<file path="config.mk">
export PLATFORM = sky130hd
export DESIGN_NAME = mul_seq_ctrl_flat
export DESIGN_NICKNAME = d
export VERILOG_FILES = /design/src/rtl/mul_seq_ctrl_if.sv /design/src/rtl/mul_seq_ctrl.sv /design/src/flat_wrapper.sv
export SDC_FILE = /design/constraint.sdc
export NUM_CORES = 1
export LEC_CHECK = 0
export CAP_MARGIN = 20
export CORE_MARGIN = 3
export CORE_UTILIZATION = 50
export CTS_BUF_LIST = sky130_fd_sc_hd__clkbuf_4
export CTS_CLUSTER_SIZE = 30
export DETAILED_ROUTE_END_ITERATION = 12
export DONT_BUFFER_PORTS = 1
export PLACE_DENSITY = 0.74
export SLEW_MARGIN = 20
export SYNTH_ARGS = -nofsm -noshare
export SYNTH_HDL_FRONTEND = slang
export SYNTH_SLANG_ARGS = --single-unit
</file>
<file path="constraint.sdc">
create_clock -name clock -period 8.1 [get_ports clock]
set_input_delay 1.62 -clock clock [delete_from_list [all_inputs] [get_ports clock]]
set_output_delay 1.62 -clock clock [all_outputs]
set_load 0.05 [all_outputs]
</file>
<file path="src/rtl/mul_seq_ctrl_if.sv">
// Multiply request/result bundle between the control unit and the sequential multiplier.
interface mul_seq_ctrl_if;
  logic        start;
  logic        flush;
  logic [31:0] Q;
  logic [31:0] M;
  logic        busy;
  logic        done;
  logic [63:0] product;

  modport master (
    output start, flush, Q, M,
    input  busy, done, product
  );

  modport slave (
    input  start, flush, Q, M,
    output busy, done, product
  );
endinterface

</file>
<file path="src/rtl/mul_seq_ctrl.sv">
// Sequential signed 32x32 multiplier: radix-4 Booth, one bit-pair per clock, 16 iterations.
module mul_seq_ctrl (
  input  logic          clock,
  input  logic          clear_n,
  mul_seq_ctrl_if.slave bus
);

  localparam int unsigned OP_W   = 32;
  localparam int unsigned PROD_W = 64;
  localparam int unsigned CNT_W  = 4;

  typedef enum logic [1:0] {IDLE, RUN, DONE} state_t;

  state_t              state, state_nxt;
  logic [CNT_W-1:0]    k, k_nxt;
  logic [OP_W-1:0]     qr, qr_nxt;
  logic [PROD_W-1:0]   mr, mr_nxt;
  logic [PROD_W-1:0]   acc, acc_nxt;
  logic [PROD_W-1:0]   product_q, product_nxt;
  logic                busy_q, busy_nxt;
  logic                done_q, done_nxt;

  logic [OP_W:0]       qr_ext;
  logic [5:0]          shamt;
  logic [2:0]          triplet;
  logic [PROD_W-1:0]   m_sh;
  logic [PROD_W-1:0]   m_sh2;
  logic [PROD_W-1:0]   term;
  logic [PROD_W-1:0]   sum;

  // Booth digit selection for the current bit-pair; Qr[-1] is the appended zero.
  always_comb begin
    qr_ext  = {qr, 1'b0};
    shamt   = {1'b0, k, 1'b0};
    triplet = qr_ext[shamt +: 3];
    m_sh    = mr << shamt;
    m_sh2   = mr << (shamt + 6'd1);
    term    = '0;
    case (triplet)
      3'b001, 3'b010: term = m_sh;
      3'b011:         term = m_sh2;
      3'b100:         term = PROD_W'(-m_sh2);
      3'b101, 3'b110: term = PROD_W'(-m_sh);
      default:        term = '0;
    endcase
    sum = acc + term;
  end

  // Next-state and datapath update; flush overrides everything except reset.
  always_comb begin
    state_nxt   = state;
    k_nxt       = k;
    qr_nxt      = qr;
    mr_nxt      = mr;
    acc_nxt     = acc;
    product_nxt = product_q;
    case (state)
      IDLE: begin
        if (bus.start && !bus.flush) begin
          qr_nxt    = bus.Q;
          mr_nxt    = {{(PROD_W-OP_W){bus.M[OP_W-1]}}, bus.M};
          acc_nxt   = '0;
          k_nxt     = '0;
          state_nxt = RUN;
        end
      end
      RUN: begin
        if (bus.flush) begin
          state_nxt = IDLE;
        end else begin
          acc_nxt = sum;
          if (k == CNT_W'(15)) begin
            product_nxt = sum;
            state_nxt   = DONE;
          end else begin
            k_nxt = k + CNT_W'(1);
          end
        end
      end
      DONE: begin
        state_nxt = IDLE;
      end
      default: begin
        state_nxt = IDLE;
      end
    endcase
    busy_nxt = (state_nxt != IDLE);
    done_nxt = (state_nxt == DONE);
  end

  // State, datapath and registered outputs.
  always_ff @(posedge clock or negedge clear_n) begin
    if (!clear_n) begin
      state     <= IDLE;
      k         <= '0;
      qr        <= '0;
      mr        <= '0;
      acc       <= '0;
      product_q <= '0;
      busy_q    <= 1'b0;
      done_q    <= 1'b0;
    end else begin
      state     <= state_nxt;
      k         <= k_nxt;
      qr        <= qr_nxt;
      mr        <= mr_nxt;
      acc       <= acc_nxt;
      product_q <= product_nxt;
      busy_q    <= busy_nxt;
      done_q    <= done_nxt;
    end
  end

  assign bus.busy    = busy_q;
  assign bus.done    = done_q;
  assign bus.product = product_q;

endmodule

</file>
<file path="src/flat_wrapper.sv">
// flat-port wrapper written by rule: the top's interface ports become plain ports
module mul_seq_ctrl_flat 
  (clock, clear_n, bus_start, bus_flush, bus_Q, bus_M, bus_busy, bus_done, bus_product);
  mul_seq_ctrl_if bus_i ();
  input  logic clock;
  input  logic clear_n;
  input wire logic [$bits(bus_i.start)-1:0] bus_start;
  input wire logic [$bits(bus_i.flush)-1:0] bus_flush;
  input wire logic [$bits(bus_i.Q)-1:0] bus_Q;
  input wire logic [$bits(bus_i.M)-1:0] bus_M;
  output wire logic [$bits(bus_i.busy)-1:0] bus_busy;
  output wire logic [$bits(bus_i.done)-1:0] bus_done;
  output wire logic [$bits(bus_i.product)-1:0] bus_product;
  assign bus_i.start = bus_start;
  assign bus_i.flush = bus_flush;
  assign bus_i.Q = bus_Q;
  assign bus_i.M = bus_M;
  assign bus_busy = bus_i.busy;
  assign bus_done = bus_i.done;
  assign bus_product = bus_i.product;
  mul_seq_ctrl u_core (.clock(clock), .clear_n(clear_n), .bus(bus_i));
endmodule
</file>
### Word-level counts from Yosys, hierarchy flattened

Index checks and enable logic that the tools add are counted.

* add/sub/neg operators: 5
* multiply operators: 0
* divide/modulo/power cells: 0
* order comparisons: 0
* eq/ne operators: 12
* shift operators: 3
* mux-type cells: 12
* bitwise operators: 1
* reductions and logical operators: 11

Operators by type and width (count)
* one-hot mux 64 bit (4 select lines): 1
* two-way mux 64 bit: 2
* negation 64 bit: 2
* one-hot mux 64 bit (2 select lines): 1
* adder 64 bit: 1
* << shifter 64 x 5 -> 64 bit: 1
* << shifter 64 x 6 -> 64 bit: 1
* indexed part select 33 x 6 -> 3 bit: 1
* two-way mux 4 bit: 3
* equality test 3 bit (second input constant): 3
* one-hot mux 4 bit (2 select lines): 1
* adder 5 x 1 -> 6 bit (second input constant): 1
* equality test 3 x 2 -> 1 bit (second input constant): 2
* two-way mux 2 bit: 3
* AND reduction 3 bit: 2
* adder 4 x 1 -> 4 bit (second input constant): 1
* equality test 4 bit (second input constant): 1
* != test 2 bit (second input constant): 2
* one-hot mux 2 bit (2 select lines): 1
* AND reduction 4 bit: 1
* nonzero test 2 bit: 2
* OR reduction 2 bit: 2
* equality test 3 x 1 -> 1 bit (second input constant): 1
* equality test 2 x 1 -> 1 bit (second input constant): 1
* other kinds (7): 7

* flip-flop bits (word level): 200
* bits in latches: 0
* RAM bits: 0
* memory bits (read-only): 0
* input port bits: 68
* output and inout bits: 66
* word-level logic and storage cells: 52
* memories kept: 0

### Logic depth before layout (Yosys ltp)

Gate-level depths: netlist of the first run.

* depth after elaboration: 7
* gate-level depth with buffers: 32
* mapped depth without buffers: 26

### Worst setup path before layout of the first run

No wires, ideal clock.

* path kind: reg-to-reg
* start: register u_core.k[3]
* end: register u_core.product_q[56] (netlist: u_core.bus.product[56])
* setup time: 0.134 ns
* data arrival time: 6.725 ns
* data required time: 7.966 ns
* setup slack: 1.242 ns
* stages on the path, launching flop included: 30
* buffers on the path: 4
* clock period less this slack: 6.858 ns
* cell sequence: dfrtp_1 buf_2 buf_1 nor2_1 clkbuf_1 nand3_1 ha_1 and3_1 nand4_1 or4_4 buf_6 or2_4 or4_4 or3_4 xor2_1 nand3_1 a21o_1 o221ai_1 ha_1 and3_1 nand3_1 nor3_1 nand4_1 a2111oi_0 o211ai_1 o2111ai_1 a311oi_1 o31ai_1 xnor2_1 o21ai_0

* longest elaborated chain between the ends: 5
* elaborated cells on any way between the ends: 18
* classes of those cells: 4 x add/sub; 7 x eq/ne; 3 x shift; 1 x mux; 3 x reduce/logical

RTL lines
* from (decl): RTL line mul_seq_ctrl.sv:15 `logic [CNT_W-1:0] k, k_nxt;`
* from (signal assigned): RTL line mul_seq_ctrl.sv:104 `k <= k_nxt;`
* adder 5 x 1 -> 6 bit or indexed part select 33 x 6 -> 3 bit (tied branches): RTL line mul_seq_ctrl.sv:37, mul_seq_ctrl.sv:35
* << shifter 64 x 6 -> 64 bit, or another cell as far along: RTL line mul_seq_ctrl.sv:37 `m_sh2 = mr << (shamt + 6'd1);`
* negation 64 bit or OR reduction 2 bit (tied branches): RTL line mul_seq_ctrl.sv:42, mul_seq_ctrl.sv:39
* one-hot mux 64 bit (4 select lines): RTL line mul_seq_ctrl.sv:39 `case (triplet)`
* adder 64 bit: RTL line mul_seq_ctrl.sv:46 `sum = acc + term;`
* to (signal assigned): RTL line mul_seq_ctrl.sv:108 `product_q <= product_nxt;`
* to (decl): RTL line mul_seq_ctrl.sv:19 `logic [PROD_W-1:0] product_q, product_nxt;`

Several ways; a longest one is shown, not always the timed one.
A chain may end at the register's enable or synchronous reset.

### Worst setup path in the final report of the first run

* start: register u_core.k[0]
* end: register u_core.product_q[62] (netlist: u_core.bus.product[62])

The elaborated chain is that of the path after synthesis.

==> results of run 1 <==
[timing repair]
action / CTS / global route
gates resized for setup: 0 / 7
setup endpoints to repair: 0 / 18
buffers inserted: 0 / 2
[how the worst max path moves through the flow]
| stage | endpoint | depth (start not counted) | slack [ps] |
|---|---|---|---|
| after floorplan | u_core.bus.product[56]$_DFFE_PN0P_ | 29 | 1240 |
| after global placement | u_core.bus.product[56]$_DFFE_PN0P_ | 25 | 330 |
| after detailed placement | u_core.bus.product[56]$_DFFE_PN0P_ | 27 | 310 |
| after CTS | u_core.bus.product[56]$_DFFE_PN0P_ | 27 | 250 |
| after global routing | u_core.bus.product[56]$_DFFE_PN0P_ | 26 | 10 |
| final | u_core.bus.product[62]$_DFFE_PN0P_ | 26 | 510 |
[registers in the layout, indices dropped and copies added, names as in the netlist]
register            flops
u_core.bus.done         1
u_core.mr              32
u_core.acc             64
u_core.bus.busy         1
u_core.state            2
u_core.qr              32
u_core.bus.product     64
u_core.k                4
[power breakdown]
part | switching [uW] | internal (uW) | leakage [uW]
clock | 394 | 190 | 0.000151
sequential | 224 | 1190 | 0.00264
combinational | 3510 | 2170 | 0.00551
[per-layer routing]
metal | routed length [um] | up-vias | share of wire
met2 | 24300 | 821 | 0.44
li1 | - | 7680 | -
met4 | 1510 | 0 | 0.027
met5 | 0 | - | 0
met1 | 25100 | 7880 | 0.45
met3 | 4320 | 105 | 0.078
[metrics by stage]
| stage | power, uW | std cells | util | setup slack, ps |
|---|---|---|---|---|
| 3_3_place_gp | 6880 | 2533 | 0.526 | 333 |
| 4_1_cts | 7530 | 2565 | 0.534 | 247 |
| 5_1_grt | 8270 | 2568 | 0.537 | 13.4 |
| 3_5_place_dp | 6920 | 2533 | 0.526 | 311 |
| 2_1_floorplan | 5520 | 2170 | - | 1240 |
| 6_report | 7680 | 2568 | 0.537 | 507 |
[cell type report]
class	instances	area, um2
Fill cell	3246	15700
Sequential cell	200	5010
Antenna cell	1	2.50
Clock buffer	17	128
Tap cell	448	561
Clock inverter	15	166
Timing Repair Buffer	53	447
Inverter	27	101
Multi-Input combinational cell	1807	11800
[worst max-delay path, delay by kind of cell, from the launching register on]
family,cells,cell delay (ps)
adders and majority gates,1,400
muxes,1,370
DFF,1,630
xor gates and xnor gates,2,370
and+or+nand+nor,10,2920
AOI/OAI and AO/OA,10,2350
buffers and inverters,2,420
[cell usage in the layout (no fill, tap or decap), drive strengths merged, types with 38 or more instances in the layout]
master and instances:
a21o 48, a21oi 114, a22o 49, buf 53, dfrtp 200, ha 65
mux2i 41, mux4 38, nand2 546, nand3 43, nor2 144, o21ai 124
xnor2 87, xor2 52
[cell families after synthesis]
family                   synth area share
buffers and inverters              0.0412
AO/OA/AOI/OAI                       0.224
flip-flops                          0.287
AND/OR/NAND/NOR                     0.233
XOR/XNOR                           0.0697
multiplexers                       0.0982
adder cells (fa/ha/maj)            0.0477
==> impl_results.md, run 1 <==
- Outcome: complete, no violations
- Routability-driven placement congestion ratio: 1.00
- Slew Limit Fails: 0
- Hold Vio Cnt, Final: 0
- Vias in the first global route: 15600
- Synth area leaders: dfrtp_1, nand2_1, ha_1
- Static leakage: 0.00830 uW
- Die area: 37200 um2
- Final instance area: 18200 um2
- Met1 Use GR: 0.435
- EDFF count, synth: 0
- Area of the mapped netlist: 17500 um2
- DPL Wire Length: 40.9 mm
- Worst r2r dst: u_core.bus.product[62]$_DFFE_PN0P_
- Worst Path Required: 8630 ps
- Wirelength per Cell: 21.5 um
- Final worst-path cycle share: 0.937
- CP startpoint kind: register
- Slew HR: 0.370
- CTS clock-pin slew for the worst setup and hold paths: 170 ps
- Mapped Avg Cell Area: 8.05 um2
- Core area: 34000 um2
- CP max FO: 13
- Share of cells above drive strength 1: 0.0953
- Grt peak-use layer: met2
- Slowest CP cell: dfrtp_4
- Yosys top cell by area: dfrtp_1
- Crit path from: u_core.k[0]$_DFFE_PN0P_
- Total grt overflow: 0
- First-pass GRT wire length: 87.6 mm
- Grt met3 use: 0.0474
- Max VDD drop: 0.000187 V
- Max Freq: 132 MHz
- Site Rows: 67
- Crit. End Element: register
- Total length of routed wires: 55.3 mm
- FF+latch count, synth: 200
- Netlist cell types: 98
- Area growth syn-to-layout: 4.35%
- Starting density of the core: 0.514
- CTS Buffer Depth: 2
- R2r worst-path depth: 26
- I/O Buffers: 0
- Die height: 193 um
- CTS tree: done
- Die width: 193 um
- Synth Instances: 2170
- YS warnings: 0
- Slowest stage delay, CP: 630 ps
- Max Clock Skew: 24.6 ps
- Hold Crit Depth: 2
- Vias per Instance: 6.42
- Final Hold Slack: 502 ps
- R2r startpoint: u_core.k[0]$_DFFE_PN0P_
- HP Class: register to register
- Final antenna-violating net count: 0
- Asr flop ratio synth: 1.00
- Post-DP Area: 17900 um2
- Clk_lat worst skew: 670 ps
- Total CTS buffers: 17
- Worst R2R Setup Slack: 510 ps
- Setup TNS: 0 ps
- RSZ-0062 raised after global routing: no
- Grt met2 use: 0.458
- Top-area cell type share of the netlist area: 0.287
- Clock net sink count: 200
- Endpoints failing setup: 0
- Pwr Density: 421 nW/um2
- CTS Hold Buffers Added: 0
- Synth Flop Type: dfrtp_1
- Max_cap viols: 0
- Pin count of the biggest net entering global routing: 201
- Worst slew pin tran: 918 ps
- Top-count cell post-synth: nand2_1
- Root Buffer: clkbuf_4
- Residual DRC: 0
- Hold Startpoint: u_core.qr[24]$_DFFE_PN0P_
- First drt pass iteration count: 6
- Syn Nets: 2304
- CP arrival: 8120 ps
- Worst Hold Endpoint: u_core.qr[24]$_DFFE_PN0P_
- Kind of critical path: register to register
- Initial detailed-routing violation count: 1975
- Final #Nets: 2240
- # H-tree levels: 4
- Vias: 16500
- Fin crit period: 7590 ps
- Number of I/O pins: 134
- Seq/Total Area, Yosys: 0.287
- Initial antenna violation count: 1
- Synth cell count leaders: nand2_1, dfrtp_1, nor2_1
- GRT Util Overall: 0.298
(Power assumes the default switching activity.)
==> inputs of run 2 (changes only) <==
Settings changed: RECOVER_POWER from default to 25.
==> results of run 2 <==
No change in the layout: final DEF, timing and power equal those of run 1.
==> inputs of run 3 (changes only) <==
==> constraint.sdc (replaced) <==
create_clock -name clock -period 8.1 [get_ports clock]
set_input_delay 2.43 -clock clock [delete_from_list [all_inputs] [get_ports clock]]
set_output_delay 2.43 -clock clock [all_outputs]
set_load 0.05 [all_outputs]
==> results of run 3 <==
The final DEF is identical to that of run 1. Status: complete, no violations.
